--- config.mk ---
export PLATFORM = sky130hd
export DESIGN_NAME = uart_fifo
export DESIGN_NICKNAME = d
export VERILOG_FILES = /design/src/rtl/uart_fifo.sv
export SDC_FILE = /design/constraint.sdc
export NUM_CORES = 1
export LEC_CHECK = 0
export BUFFER_PORTS_ARGS = -buffer_cell sky130_fd_sc_hd__buf_4
export CAP_MARGIN = 20
export CORE_MARGIN = 2
export CORE_UTILIZATION = 55
export CTS_CLUSTER_DIAMETER = 50
export DETAILED_ROUTE_END_ITERATION = 6
export PLACE_DENSITY_LB_ADDON = 0.3
export SYNTH_ARGS = -nofsm -noshare
export SYNTH_HDL_FRONTEND = slang
export SYNTH_SLANG_ARGS = --single-unit
--- constraint.sdc ---
create_clock -name clk -period 2.45 [get_ports clk]
set_input_delay 0.1225 -clock clk [delete_from_list [all_inputs] [get_ports clk]]
set_output_delay 0.1225 -clock clk [all_outputs]
set_load 0.05 [all_outputs]
--- src/rtl/uart_fifo.sv ---
// uart_fifo - parametrised synchronous byte FIFO with a first-word-fall-through read side.
// It replaces the single-register UART holding stage and absorbs bursts of up to DEPTH words.
//
// Parameters: DATA_W (word width), DEPTH (entries, power of two, >=2),
//             AF_LEVEL (almost_full threshold, 1..DEPTH)
// Ports:
//   clk          system clock, rising edge
//   reset        synchronous active-high reset
//   wr_en        write request
//   wr_data      word to write
//   full         count == DEPTH
//   almost_full  count >= AF_LEVEL
//   rd_en        pop request
//   rd_data      head word, zero when empty
//   rd_valid     FIFO non-empty
//   count        occupancy 0..DEPTH
// Optional build macro UART_FIFO_OVF_EN adds the following ports:
//   ovf_clr      clears the sticky overflow flag
//   overflow     sticky flag, set when a write is dropped on a full FIFO
module uart_fifo #(
  parameter int DATA_W   = 8,
  parameter int DEPTH    = 16,
  parameter int AF_LEVEL = 14
) (
  input  logic                     clk,
  input  logic                     reset,
  input  logic                     wr_en,
  input  logic [DATA_W-1:0]        wr_data,
  output logic                     full,
  output logic                     almost_full,
  input  logic                     rd_en,
  output logic [DATA_W-1:0]        rd_data,
  output logic                     rd_valid,
  output logic [$clog2(DEPTH):0]   count
`ifdef UART_FIFO_OVF_EN
  ,
  input  logic                     ovf_clr,
  output logic                     overflow
`endif
);

  localparam int AW = $clog2(DEPTH);
  localparam int CW = AW + 1;

  logic [DATA_W-1:0] mem [DEPTH];
  logic [AW-1:0]     wr_ptr;
  logic [AW-1:0]     rd_ptr;
  logic              rd_acc;
  logic              wr_acc;

  // Status flags decode the registered occupancy only, never the request inputs.
  assign full        = (count == CW'(DEPTH));
  assign rd_valid    = (count != '0);
  assign almost_full = (count >= CW'(AF_LEVEL));

  // A pop frees a slot in the same edge, so a full FIFO still takes a write alongside a pop.
  // An empty FIFO ignores the pop even if a write lands in the same edge (no bypass).
  assign rd_acc = rd_en && rd_valid;
  assign wr_acc = wr_en && (!full || rd_acc);

  assign rd_data = rd_valid ? mem[rd_ptr] : '0;

  // Storage carries no reset; only the pointers and count decide what is visible.
  always_ff @(posedge clk) begin
    if (wr_acc && !reset) begin
      mem[wr_ptr] <= wr_data;
    end
  end

  always_ff @(posedge clk) begin
    if (reset) begin
      wr_ptr <= '0;
      rd_ptr <= '0;
      count  <= '0;
    end else begin
      if (wr_acc) begin
        wr_ptr <= wr_ptr + 1'b1;
      end
      if (rd_acc) begin
        rd_ptr <= rd_ptr + 1'b1;
      end
      case ({wr_acc, rd_acc})
        2'b10:   count <= count + 1'b1;
        2'b01:   count <= count - 1'b1;
        default: count <= count;
      endcase
    end
  end

`ifdef UART_FIFO_OVF_EN
  // Set wins over clear so a drop in the clearing cycle is not lost.
  always_ff @(posedge clk) begin
    if (reset) begin
      overflow <= 1'b0;
    end else if (wr_en && !wr_acc) begin
      overflow <= 1'b1;
    end else if (ovf_clr) begin
      overflow <= 1'b0;
    end
  end
`endif

endmodule

==> impl_metrics.toml <==
[hold_path]
worst_hold_path_type = "in2reg"

[global_route]
antenna_found_initial = 0
grt_use_total_pct = 21.0
grt_pass1_vias = 3230
gr-total-overflow = 0
grt_pass1_wl_um = 17400
grt_max_degree = 33

[routing]
avgRoutedWirePerCell_um = 21.2
drt_iter0_drc = 225
num_vias = 3185
antenna_left = 0
drc = 0
wl_um = 11400
vias_per_cell = 5.91
drt-pass1-iter-count = 5

[setup_path]
startpoint_type = "flip-flop"
cp_max_fo = 8
crit_path_cell_trace = "buf_12, buf_4, mux4_2, a211oi_2, a211oi_2, buf_4"
worstPathRequired_ps = 2330
criticalPathCategory = "reg2out"
cpPeakStageDelay_ps = 530
crit_slowest_cell = "mux4_2"
endpoint_kind = "primary output"
crit_arrival_ps = 2320

[clock_tree]
clk_path_buf_depth = 2
clockRootBuffer = "clkbuf_8"
clkSlewWorstSetupHoldPaths_ps = 60
cts_made_buffers = 17
cts.sinks = 145
cts_max_level = 4
clk_latency_ps = 520
cts_tree = "yes"

[pwr]
pwr-share-seq_pct = 38.3
clockPowerShare_pct = 32.8
switching_share_pct = 29.8
p_int_mw = 5.29
power_per_cell_area_nw_per_um2 = 1040
power_frac_comb_pct = 28.9
power_switching_mw = 2.25
p_leak_nw = 2.43
ir_worst_vdd_uv = 658
power_mw = 7.54

[synth]
syn_avg_cell_area_um2 = 18.0
synth-seq-area-share_pct = 70.6
synth_edf_count = 128
ys_async_sr_fraction_pct = 0
synth.distinct_cells = 44
yosysWarnings = 0
netlist_area_um2 = 5930
synth_top_flop_cell = "edfxtp_1"
ys_ff_latch = 145
synthCells = 329
syn-num-nets = 350

[floorplan]
pin_count = 28
die_area_um2 = 11600
start_util_pct = 57.1
coreArea_um2 = 10400
die_x_um = 108
dieHeight_um = 108
core.rowCount = 37

[final_layout]
nets = 411
stdcell_area_um2 = 7270
syn2layout_area_growth_pct = 22.7
drive_gt1_share_pct = 35.7
fillers = 661
diodes = 0

[sta]
slew_headroom_pct = 38.9
slew_viol_final = 0
fin_crit_ps = 2440
worst_pin_slew_ps = 914
hold_viol_final = 0
period_share_pct = 99.7
max_freq_mhz = 409
setup_viol = 0
finalClockSkew_ps = 6.93

[placement]
gp_congestion = 0.766
dp_hpwl_um = 6590
placed_area_um2 = 6370
io_buffer_count = 27

[flow_run]
maxCapViolCount = 0

[outcome]
outcome = "finished, final reports clean"
[synthesized netlist by cell type, types with 2 or more instances]
master	n	area (um2)
edfxtp_1	128	3840
mux4_2	32	721
nor2_1	27	101
a211oi_1	17	128
dfxtp_1	17	340
nor2b_1	11	68.8
mux2i_1	10	100
ha_1	8	100
buf_2	7	35.0
nand2_1	7	26.3
clkbuf_1	6	22.5
inv_1	5	18.8
xor2_1	5	43.8
a21oi_1	4	20.0
nand2b_1	4	25.0
nor3_1	4	20.0
nand3_1	3	15.0
o211ai_1	3	22.5
o21ai_0	3	15.0
a21o_1	2	15.0
buf_6	2	22.5
mux2_2	2	22.5
[worst paths after layout]
kind              startpoint    endpoint  cells after the start  slack, ps
setup / recovery   flip-flop  rd_data[2]                      6          8
hold / removal         reset    count[1]                      3        430
setup reg to reg    count[0]    count[4]                      8        170
hold reg to reg    rd_ptr[3]   flip-flop                      2        530
[power groups by stage]
stage | registers, mW | logic [mW] | clock network, mW
after detailed placement | 2.91 | 1.95 | 0
after floorplan | 2.98 | 1.34 | 0
after global routing | 2.90 | 2.31 | 2.61
after CTS | 2.86 | 2.09 | 2.50
final | 2.89 | 2.18 | 2.48
after global placement | 2.90 | 1.92 | 0
[routing by layer]
| layer | GRT usage, % | up-vias | part of all wire, % |
|---|---|---|---|
| li1 | - | 1435 | - |
| met1 | 26.8 | 1628 | 41 |
| met2 | 34.2 | 105 | 52 |
| met3 | 5.63 | 17 | 5.7 |
| met4 | 8.61 | 0 | 1.6 |
| met5 | 0 | - | 0 |
[cell usage in the layout, fill, tap and decap left out, drive strengths merged, types with 2 or more instances in the layout]
master,Yosys,layout
nand3,3,3
a21o,2,2
nor3,4,4
a211oi,17,17
nand2,7,7
o211ai,4,4
ha,8,8
nor2b,11,11
xor2,5,5
mux2,3,3
mux4,32,32
edfxtp,128,128
a21oi,5,5
o21a,2,2
dfxtp,17,17
buf,11,45
clkbuf,6,29
nand2b,4,4
clkinv,0,3
dlygate4sd3,0,11
inv,5,5
o21ai,4,4
mux2i,10,10
nor2,28,28
bufinv,0,2
[sequential cells by signal, indices dropped and copies added (netlist names), named ones only]
name and count:
mem 128, count 5, rd_ptr 4, wr_ptr 4
[critical path: cells and delay by family, from the launching register on]
family | cells | cell delay (ps)
multiplexers | 1 | 530
buffers and inverters | 3 | 480
flip-flops | 1 | 390
AO/OA/AOI/OAI | 2 | 380
[through the flow]
| stage | setup slack (ps) | util [%] | setup TNS (ps) | cells | hold WS (ps) |
|---|---|---|---|---|---|
| 4_1_cts | 9.29 | 69.1 | 0 | 532 | 409 |
| 5_1_grt | -35.8 | 70.1 | -51.5 | 539 | 420 |
| 3_5_place_dp | -9.49 | 61.4 | -9.49 | 484 | 421 |
| 6_report | 7.91 | 70.1 | 0 | 539 | 429 |
| 3_3_place_gp | 102 | 61.4 | 0 | 484 | 415 |
| 2_1_floorplan | -4.25 | - | -4.25 | 329 | 184 |
[what timing repair did]
action,CTS,global route
gates cloned,1,2
hold buffers,11,0
pin swaps,1,6
gates resized for setup,12,6
hold endpoints to repair,144,0
buffers inserted,4,5
endpoints found under the setup margin,9,9
[layout make-up]
class,count,area [um2],share of cell area [%]
Tap cell,136,170,2.34
Clock buffer,27,502,6.90
Sequential cell,145,4200,57.7
Inverter,5,18.8,0.258
Timing Repair Buffer,59,579,7.96
Clock inverter,5,75.1,1.03
Multi-Input combinational cell,162,1730,23.8
[cells by family after synthesis]
| kind of cell | Yosys count | synth area share (%) |
|---|---|---|
| flip-flops | 145 | 70.6 |
| multiplexers | 45 | 14.4 |
| AO/OA/AOI/OAI | 37 | 4.62 |
| buffers and inverters | 22 | 1.86 |
| AND/OR/NAND/NOR | 65 | 5.57 |
| XOR/XNOR | 6 | 0.887 |
| adder cells (fa/ha/maj) | 9 | 2.03 |
(Power assumes the default switching activity.)
